`src/rtl/ervp_lpixm_axi_mo_bridge.sv`:
```
`timescale 1ns/1ps
// ervp_lpixm_axi_mo_bridge
// Multi-outstanding LPI request/response to single-beat AXI4 master bridge.
// One issue register feeds AW/W or AR. An order FIFO remembers read/write
// per accepted request, so responses come back to LPI strictly in accept order.
// Optional feature macro: LPIXM_AXI_ERROR_STICKY_EN adds err_clear/err_sticky.
module ervp_lpixm_axi_mo_bridge #(
    parameter int BW_ADDR         = 32,
    parameter int BW_DATA         = 32,
    parameter int BW_AXI_TID      = 1,
    parameter int AXI_ID          = 0,
    parameter int MAX_OUTSTANDING = 4
) (
    input  logic                    clk,
    input  logic                    rstnn,
    input  logic                    sreq_valid,
    output logic                    sreq_ready,
    input  logic                    sreq_write,
    input  logic [BW_ADDR-1:0]      sreq_addr,
    input  logic [BW_DATA-1:0]      sreq_wdata,
    input  logic [BW_DATA/8-1:0]    sreq_wstrb,
    output logic                    sresp_valid,
    input  logic                    sresp_ready,
    output logic [BW_DATA-1:0]      sresp_rdata,
    output logic                    sresp_error,
`ifdef LPIXM_AXI_ERROR_STICKY_EN
    input  logic                    err_clear,
    output logic                    err_sticky,
`endif
    output logic                    idle,
    output logic [BW_AXI_TID-1:0]   awid,
    output logic [BW_ADDR-1:0]      awaddr,
    output logic [7:0]              awlen,
    output logic [2:0]              awsize,
    output logic [1:0]              awburst,
    output logic                    awvalid,
    input  logic                    awready,
    output logic [BW_DATA-1:0]      wdata,
    output logic [BW_DATA/8-1:0]    wstrb,
    output logic                    wlast,
    output logic                    wvalid,
    input  logic                    wready,
    input  logic [BW_AXI_TID-1:0]   bid,
    input  logic [1:0]              bresp,
    input  logic                    bvalid,
    output logic                    bready,
    output logic [BW_AXI_TID-1:0]   arid,
    output logic [BW_ADDR-1:0]      araddr,
    output logic [7:0]              arlen,
    output logic [2:0]              arsize,
    output logic [1:0]              arburst,
    output logic                    arvalid,
    input  logic                    arready,
    input  logic [BW_AXI_TID-1:0]   rid,
    input  logic [BW_DATA-1:0]      rdata,
    input  logic [1:0]              rresp,
    input  logic                    rlast,
    input  logic                    rvalid,
    output logic                    rready
);

    localparam int PW = $clog2(MAX_OUTSTANDING);
    localparam int BW_STRB = BW_DATA / 8;
    localparam logic [2:0] AXI_SIZE = 3'($clog2(BW_STRB));

    logic                 issue_full;
    logic                 issue_write;
    logic [BW_ADDR-1:0]   issue_addr;
    logic [BW_DATA-1:0]   issue_wdata;
    logic [BW_STRB-1:0]   issue_wstrb;
    logic                 aw_done;
    logic                 w_done;

    logic [MAX_OUTSTANDING-1:0] order_q;
    logic [PW:0]                wptr;
    logic [PW:0]                rptr;
    logic                       fifo_empty;
    logic                       fifo_full;
    logic                       head_write;

    logic accept, retire, pop;
    logic aw_hs, w_hs, ar_hs;

    // rid/bid/rlast carry no information with a single in-order ID
    logic unused_inputs;
    assign unused_inputs = ^{rid, bid, rlast};

    assign fifo_empty = (wptr == rptr);
    assign fifo_full  = (wptr[PW] != rptr[PW]) && (wptr[PW-1:0] == rptr[PW-1:0]);
    assign head_write = order_q[rptr[PW-1:0]];

    // Gated by rstnn so the request side is closed while reset is held
    assign sreq_ready = rstnn & ~issue_full & ~fifo_full;
    assign accept     = sreq_valid & sreq_ready;
    assign idle       = ~issue_full & fifo_empty;

    assign awvalid = issue_full & issue_write & ~aw_done;
    assign wvalid  = issue_full & issue_write & ~w_done;
    assign arvalid = issue_full & ~issue_write;
    assign aw_hs   = awvalid & awready;
    assign w_hs    = wvalid & wready;
    assign ar_hs   = arvalid & arready;
    assign retire  = issue_full & (issue_write ? ((aw_done | aw_hs) & (w_done | w_hs)) : ar_hs);

    assign awid    = BW_AXI_TID'(AXI_ID);
    assign awaddr  = issue_addr;
    assign awlen   = '0;
    assign awsize  = AXI_SIZE;
    assign awburst = 2'b01;
    assign wdata   = issue_wdata;
    assign wstrb   = issue_wstrb;
    assign wlast   = 1'b1;
    assign arid    = BW_AXI_TID'(AXI_ID);
    assign araddr  = issue_addr;
    assign arlen   = '0;
    assign arsize  = AXI_SIZE;
    assign arburst = 2'b01;

    // Issue register: load on accept, track AW/W completion, free on retire
    always_ff @(posedge clk or negedge rstnn) begin
        if (!rstnn) begin
            issue_full  <= 1'b0;
            issue_write <= 1'b0;
            issue_addr  <= '0;
            issue_wdata <= '0;
            issue_wstrb <= '0;
            aw_done     <= 1'b0;
            w_done      <= 1'b0;
        end else if (accept) begin
            issue_full  <= 1'b1;
            issue_write <= sreq_write;
            issue_addr  <= sreq_addr;
            issue_wdata <= sreq_wdata;
            issue_wstrb <= sreq_wstrb;
            aw_done     <= 1'b0;
            w_done      <= 1'b0;
        end else if (retire) begin
            issue_full  <= 1'b0;
            aw_done     <= 1'b0;
            w_done      <= 1'b0;
        end else begin
            if (aw_hs) aw_done <= 1'b1;
            if (w_hs)  w_done  <= 1'b1;
        end
    end

    // Order FIFO: push request type on accept, pop on LPI response handshake
    always_ff @(posedge clk or negedge rstnn) begin
        if (!rstnn) begin
            order_q <= '0;
            wptr    <= '0;
            rptr    <= '0;
        end else begin
            if (accept) begin
                order_q[wptr[PW-1:0]] <= sreq_write;
                wptr <= wptr + (PW+1)'(1);
            end
            if (pop) rptr <= rptr + (PW+1)'(1);
        end
    end

    // Response steering: FIFO head picks the B or R channel, the other stays stalled
    always_comb begin
        sresp_valid = 1'b0;
        sresp_rdata = '0;
        sresp_error = 1'b0;
        bready      = 1'b0;
        rready      = 1'b0;
        if (!fifo_empty) begin
            if (head_write) begin
                sresp_valid = bvalid;
                sresp_error = bresp[1];
                bready      = sresp_ready;
            end else begin
                sresp_valid = rvalid;
                sresp_rdata = rdata;
                sresp_error = rresp[1];
                rready      = sresp_ready;
            end
        end
    end

    assign pop = sresp_valid & sresp_ready;

`ifdef LPIXM_AXI_ERROR_STICKY_EN
    // Sticky error: set by any popped error response, set beats a same-cycle clear
    always_ff @(posedge clk or negedge rstnn) begin
        if (!rstnn) begin
            err_sticky <= 1'b0;
        end else if (pop && sresp_error) begin
            err_sticky <= 1'b1;
        end else if (err_clear) begin
            err_sticky <= 1'b0;
        end
    end
`endif

endmodule
```
`config.mk`:
```
export PLATFORM = sky130hd
export DESIGN_NAME = ervp_lpixm_axi_mo_bridge
export DESIGN_NICKNAME = d
export VERILOG_FILES = /design/src/rtl/ervp_lpixm_axi_mo_bridge.sv
export SDC_FILE = /design/constraint.sdc
export NUM_CORES = 1
export LEC_CHECK = 0
export BUFFER_PORTS_ARGS = -buffer_cell sky130_fd_sc_hd__buf_4
export CORE_AREA = 2 2 111 113
export DETAILED_ROUTE_END_ITERATION = 12
export DIE_AREA = 0 0 113 115
export PLACE_DENSITY_LB_ADDON = 0.15
export SLEW_MARGIN = 5
export SYNTH_ARGS = -nofsm -noshare
export SYNTH_HDL_FRONTEND = slang
export SYNTH_SLANG_ARGS = --single-unit
```
`constraint.sdc`:
```
create_clock -name clk -period 1.85 [get_ports clk]
set_input_delay 0.37 -clock clk [delete_from_list [all_inputs] [get_ports clk]]
set_output_delay 0.37 -clock clk [all_outputs]
set_load 0.03 [all_outputs]
```
# Word-level counts from Yosys, hierarchy flattened
# Cells that the tools add are included.
# op_classes
n_addsub	2
multipliers	0
n_div	0
n_lt_le_gt_ge	3
eq_ne	3
n_shift	0
muxes	24
n_bitwise	21
n_reduce_logical	5
# ops
operator	count
2-to-1 mux 32 bit	2
2-to-1 mux 1 bit	19
AND 1 bit	14
adder 3 x 1 -> 3 bit, second input constant	2
< comparator 2 x 3 -> 1 bit, second input constant	2
nonzero test 3 bit	2
NOT 1 bit	5
bitwise mux 4 bit	1
== test 3 bit	1
binary-select mux 1 bit (select 2 bit)	1
demux 1 bit (select 2 bit)	1
== test 2 bit	1
greater-or-equal comparator 2 x 1 -> 1 bit, second input constant	1
logical AND 1 bit	2
bitwise OR 1 bit	2
nonzero test 2 bit	1
inequality test 1 bit	1
# totals
reg_bits	82
latch_bits	0
ram_bits	0
rom_bits	0
n_memories	0

# Longest topological paths before layout
# depth
depth_word	9
depth_mapped	7

# Worst setup path after synthesis
# OpenSTA, ideal clock, no wires.
# synth_path
path_type	flip-flop to flip-flop
startpoint	register wptr[1]
endpoint	register order_q[3]
setup_time_ps	125
arrival_time_ps	2131
required_time_ps	1725
path_slack_ps	-406
path_stages_with_launch	5
path_buffers	0
path_cell_list	dfrtp_1 xnor2_1 a311oi_1 and3_1 mux2_2
# synth_via
elab_chain_cells	5
word_cells_on_any_way	11
cone_classes	2 x order compare; 1 x eq/ne; 3 x mux; 3 x bitwise; 2 x reduce/logical
# synth_rtl
item	line_no	source
start, declared	75	logic [PW:0] wptr;
start signal, assigned	156	wptr <= wptr + (PW+1)'(1);
== test 2 bit	89	assign fifo_full = (wptr[PW] != rptr[PW]) && (wptr[PW-1:0] == rptr[PW-1:0]);
logical AND 1 bit	89	
NOT 1 bit	93	assign sreq_ready = rstnn & ~issue_full & ~fifo_full;
AND 1 bit	93	
via sreq_ready	17	output logic sreq_ready,
AND 1 bit	94	assign accept = sreq_valid & sreq_ready;
end signal, assigned by index	155	order_q[wptr[PW-1:0]] <= sreq_write;
end, declared	74	logic [MAX_OUTSTANDING-1:0] order_q;
# The timed path passes the listed nets, and every way through them passes these cells.
# A chain may end at the register's enable or synchronous reset.

# Worst setup path in the final report
# layout_path
startpoint	register rptr[0]
endpoint	output sresp_rdata[5]
# layout_via
elab_chain_cells	4
word_cells_on_any_way	5
cone_classes	1 x eq/ne; 4 x mux
# layout_rtl
item	line_no	source
start, declared	76	logic [PW:0] rptr;
start signal, assigned	158	if (pop) rptr <= rptr + (PW+1)'(1);
binary-select mux 1 bit (select 2 bit)	90	assign head_write = order_q[rptr[PW-1:0]];
2-to-1 mux 1 bit (implied by the code)	90	
2-to-1 mux 32 bit	170	if (head_write) begin
2-to-1 mux 32 bit (*)	169	if (!fifo_empty) begin
end, declared	24	output logic [BW_DATA-1:0] sresp_rdata,
# Every way passes the cells marked *; elsewhere a longest branch is shown, timed or not. The select of a mux whose other input is x is not followed.

==> run summary <==
POWER AND IR DROP
-----------------------------------------------------------------------------------------
Power density cells                                                           2490 nW/µm²
Power consumption                                                                17200 µW
Sequential fraction of design power                                                 0.197
Worst VDD drop                                                                    1340 µV
Clock network fraction of total power                                               0.121
Sw power                                                                          7530 µW
Leak Pwr                                                                       0.00348 µW
Internal Pwr Total                                                                9660 µW
Switching fraction of total power                                                   0.438
Combinational cell fraction of total power                                          0.682

GLOBAL ROUTING
-----------------------------------------------------------------------------------------
GRT Resource Usage Total                                                            0.175
Wire length of the first global-routing pass                                     17400 µm
Vias in the first global route                                                       3385
Pin count of the biggest net entering global routing                                   81
Final global-route overflow total                                                       0
Antenna violations before repair                                                        0

TIMING
-----------------------------------------------------------------------------------------
Relative slew slack                                                                 0.333
Actual transition at the worst max-transition pin                                 1.00 ns
Final min period                                                                  2.29 ns
Final setup vio count                                                                 113
Highest Clock Rate                                                              0.436 GHz
Post-route clock skew                                                          0.00250 ns
RSZ-0062 raised after global routing                                                 true
Portion of the clock cycle consumed by the worst path in the final layout            1.24
Count of final max-slew check failures                                                  0
Least setup slack across all paths after layout                                 -0.444 ns
Hold Fails Final Rpt                                                                    0

CLOCK TREE
-----------------------------------------------------------------------------------------
Total clock sinks                                                                      82
Clock Latency Late Sink                                                           0.33 ns
Buffer depth of the longest clock path                                                  2
CTS root buffer                                                                 clkbuf_16
Maximum level of the CTS H-tree                                                         3
Clock slew seen by the registers of the worst setup and hold paths                0.06 ns
Number of buffers created by CTS                                                        9
TritonCTS clock tree                                                                 done

HOLD PATH
-----------------------------------------------------------------------------------------
Hold WC Path Type                                                                  in2reg

FLOORPLAN
-----------------------------------------------------------------------------------------
Die extent in x                                                                    113 µm
Height of the chip                                                                 115 µm
Starting utilization of the core area                                               0.339
Number of placed I/O pins                                                             287
Floorplan Core Area                                                             11800 µm²
Area of the die                                                                 13000 µm²
Rows                                                                                   40

SYNTH
-----------------------------------------------------------------------------------------
Largest family of logic cells by synthesized area                            multiplexers
Total number of yosys warnings                                                          0
Post-synthesis cell count                                                             322
Register bit total from synthesis                                                      82
Area fraction in and, or, nand and nor cells after synthesis                       0.0798
EDFF count, synth                                                                       0
Proportion of register bits with asynchronous set or reset after synthesis           1.00
Cell taking the most area after synthesis                                         dfrtp_1
Fraction of synthesized area in multiplexers                                        0.214
Proportion of synthesized chip area in sequential cells                             0.513
Commonest cells in the synthesized netlist                                   dfrtp_1, mux2_2, buf_4
Most used flip-flop cell after synthesis                                          dfrtp_1
Compound-cell area share of the yosys netlist                                      0.0194
Netlist area before placement                                                    4000 µm²
Count of different cell masters after synthesis                                        28
Adder-cell share of the synthesized area                                           0.0156
Xor/xnor cell area share of the yosys netlist                                      0.0175
Post-synth top area share                                                           0.513
Cell types with the largest area share after synthesis                       dfrtp_1, mux2_2, buf_4
Per-instance average area after synthesis                                        12.4 µm²
Most numerous cell in the Yosys netlist                                           dfrtp_1

PLACED DESIGN
-----------------------------------------------------------------------------------------
Final GP Congestion                                                                 0.684
I/O Buffers                                                                           252
Half-perimeter wire length after placement                                        8210 µm
Worst slack after detailed placement                                            -0.100 ns

WORST SETUP PATH
-----------------------------------------------------------------------------------------
Worst reg2reg setup slack                                                        -0.22 ns
Startpoint class of the critical path                                           flip-flop
CP max-delay cell                                                                  mux4_2
Max incr delay on CP                                                              0.57 ns
Sequence of cells on the critical path                                       mux4_2 > nor2_4 > buf_6 > clkbuf_16 > and2_4 > buf_6
Maximum net fanout on the critical path                                                 8
CP Data Arrival Time                                                              1.92 ns
Worst Setup End Kind                                                          output port
Critical path class                                                               reg2out
Critical Path RT                                                                  1.48 ns
Critical Path Most Common Cell                                                      buf_6

ROUTE
-----------------------------------------------------------------------------------------
Final ANT Viol Nets                                                                     0
Via count of the routed design                                                       3194
1st-iter DRT viols                                                                     94
Pre-Repair DR Iteration Count                                                           8
Routed wire length                                                               11800 µm
Final routed DRC violation total                                                       20
Via-to-Cell Ratio                                                                    4.40
WL/cell                                                                           16.2 µm

LAYOUT
-----------------------------------------------------------------------------------------
Area of combinational cells with multiple inputs                                 1690 µm²
Fraction of layout cells with a size suffix above 1                                 0.732
Seq. cell area                                                                   2050 µm²
# fillers                                                                             974
Count of antenna diodes in the layout                                                   0
Relative area change from synthesis to final layout                                 72.3%
Nets                                                                                  696

OUTCOME
-----------------------------------------------------------------------------------------
Violations in the final reports                                              design-rule violations, negative setup slack
Status                                                                       finished with violations

FLOW RUN
-----------------------------------------------------------------------------------------
Number of max-cap violations                                                            0

==> final timing paths <==
kind / from / end / cells after the start
worst max-delay path: rptr[0]$_DFFE_PN0P_ / sresp_rdata[5] / 6
worst min-delay path: sreq_wstrb[3] / wstrb[3]$_DFFE_PN0P_ / 2
worst max register to register: rptr[0]$_DFFE_PN0P_ / araddr[22]$_DFFE_PN0P_ / 8
worst min register to register: order_q[1]$_DFFE_PN0P_ / order_q[1]$_DFFE_PN0P_ / 2
max in group asynchronous: rstnn / araddr[15]$_DFFE_PN0P_ / 2
min in group asynchronous: rstnn / order_q[3]$_DFFE_PN0P_ / 2
==> per-layer routing <==
layer  track usage  vias to the layer above  share of wire
met5             0                        -              0
met4        0.0626                        0          0.018
met3        0.0701                       13           0.11
met2         0.329                      177           0.54
met1         0.175                     1524           0.33
li1              -                     1480              -
==> power by group through the flow <==
stage	registers [µW]	logic, µW	clock network, µW
after floorplan	4800	5420	0
after global placement	3350	9820	0
after detailed placement	3400	9900	0
after CTS	3390	11400	2130
after global routing	3520	12300	2210
final	3380	11700	2080
==> logic make-up (layout without fill, tap and decap cells) <==
family	Yosys count	in the layout
muxes	75	75
adders and majority gates	5	5
AOI/OAI and AO/OA	12	12
buffers and inverters	80	310
DFF	82	82
and+or+nand+nor	58	58
other	2	29
xor gates and xnor gates	8	8
==> through the flow <==
stage | setup TNS (ns) | area, µm² | instances | hold WS, ns | utilization
floorplan | -1.14 | 4230 | 349 | 0.0744 | -
global placement | -5.34 | 5880 | 688 | 0.172 | 0.498
detailed placement | -6.34 | 5880 | 688 | 0.177 | 0.498
CTS | -27.64 | 6810 | 723 | 0.256 | 0.576
global route | -34.10 | 6890 | 726 | 0.260 | 0.583
finish | -26.44 | 6890 | 726 | 0.268 | 0.583
==> timing repair <==
action,CTS,global route
endpoints found under the hold margin,2,0
pin swaps,12,7
hold buffers,1,0
gates cloned,7,2
gates resized for setup,72,9
setup endpoints to repair,108,118
setup buffers,11,1
==> worst max-delay path, delay by kind of cell, from the launching register on <==
kind                   cells  cell delay [ns]
multiplexers               1             0.57
flip-flops                 1             0.37
buffers and inverters      3             0.39
AND/OR/NAND/NOR            2             0.26
==> sequential cells by signal, indices dropped and copies added (netlist names) <==
signal       cells
issue_write      1
order_q          4
rptr             3
w_done           1
issue_full       1
aw_done          1
wdata           32
wptr             3
wstrb            4
araddr          32
==> final cells by class <==
cell class                 count  share of cell area
multi-input combinational    187               0.246
sequential                    82               0.298
timing repair buffer         288               0.376
tap                          147              0.0267
clock buffer                  10              0.0347
clock inverter                 6              0.0163
inverter                       6             0.00327
==> layout by cell type, fill, tap and decap left out, types with 2 or more instances in the layout <==
cell / n
conb_1: 29
ha_1: 5
dfrtp_1: 82
and3_4: 3
nor2_4: 4
xnor2_1: 3
xor2_1: 4
nor2_1: 4
bufinv_16: 3
mux2_2: 70
inv_1: 6
a31oi_1: 2
mux2_4: 2
buf_12: 5
buf_6: 48
buf_16: 6
nand2_1: 10
clkbuf_16: 11
and2_4: 32
buf_4: 225
o21ai_1: 6
Note: power is estimated with default switching activity, not from simulation.
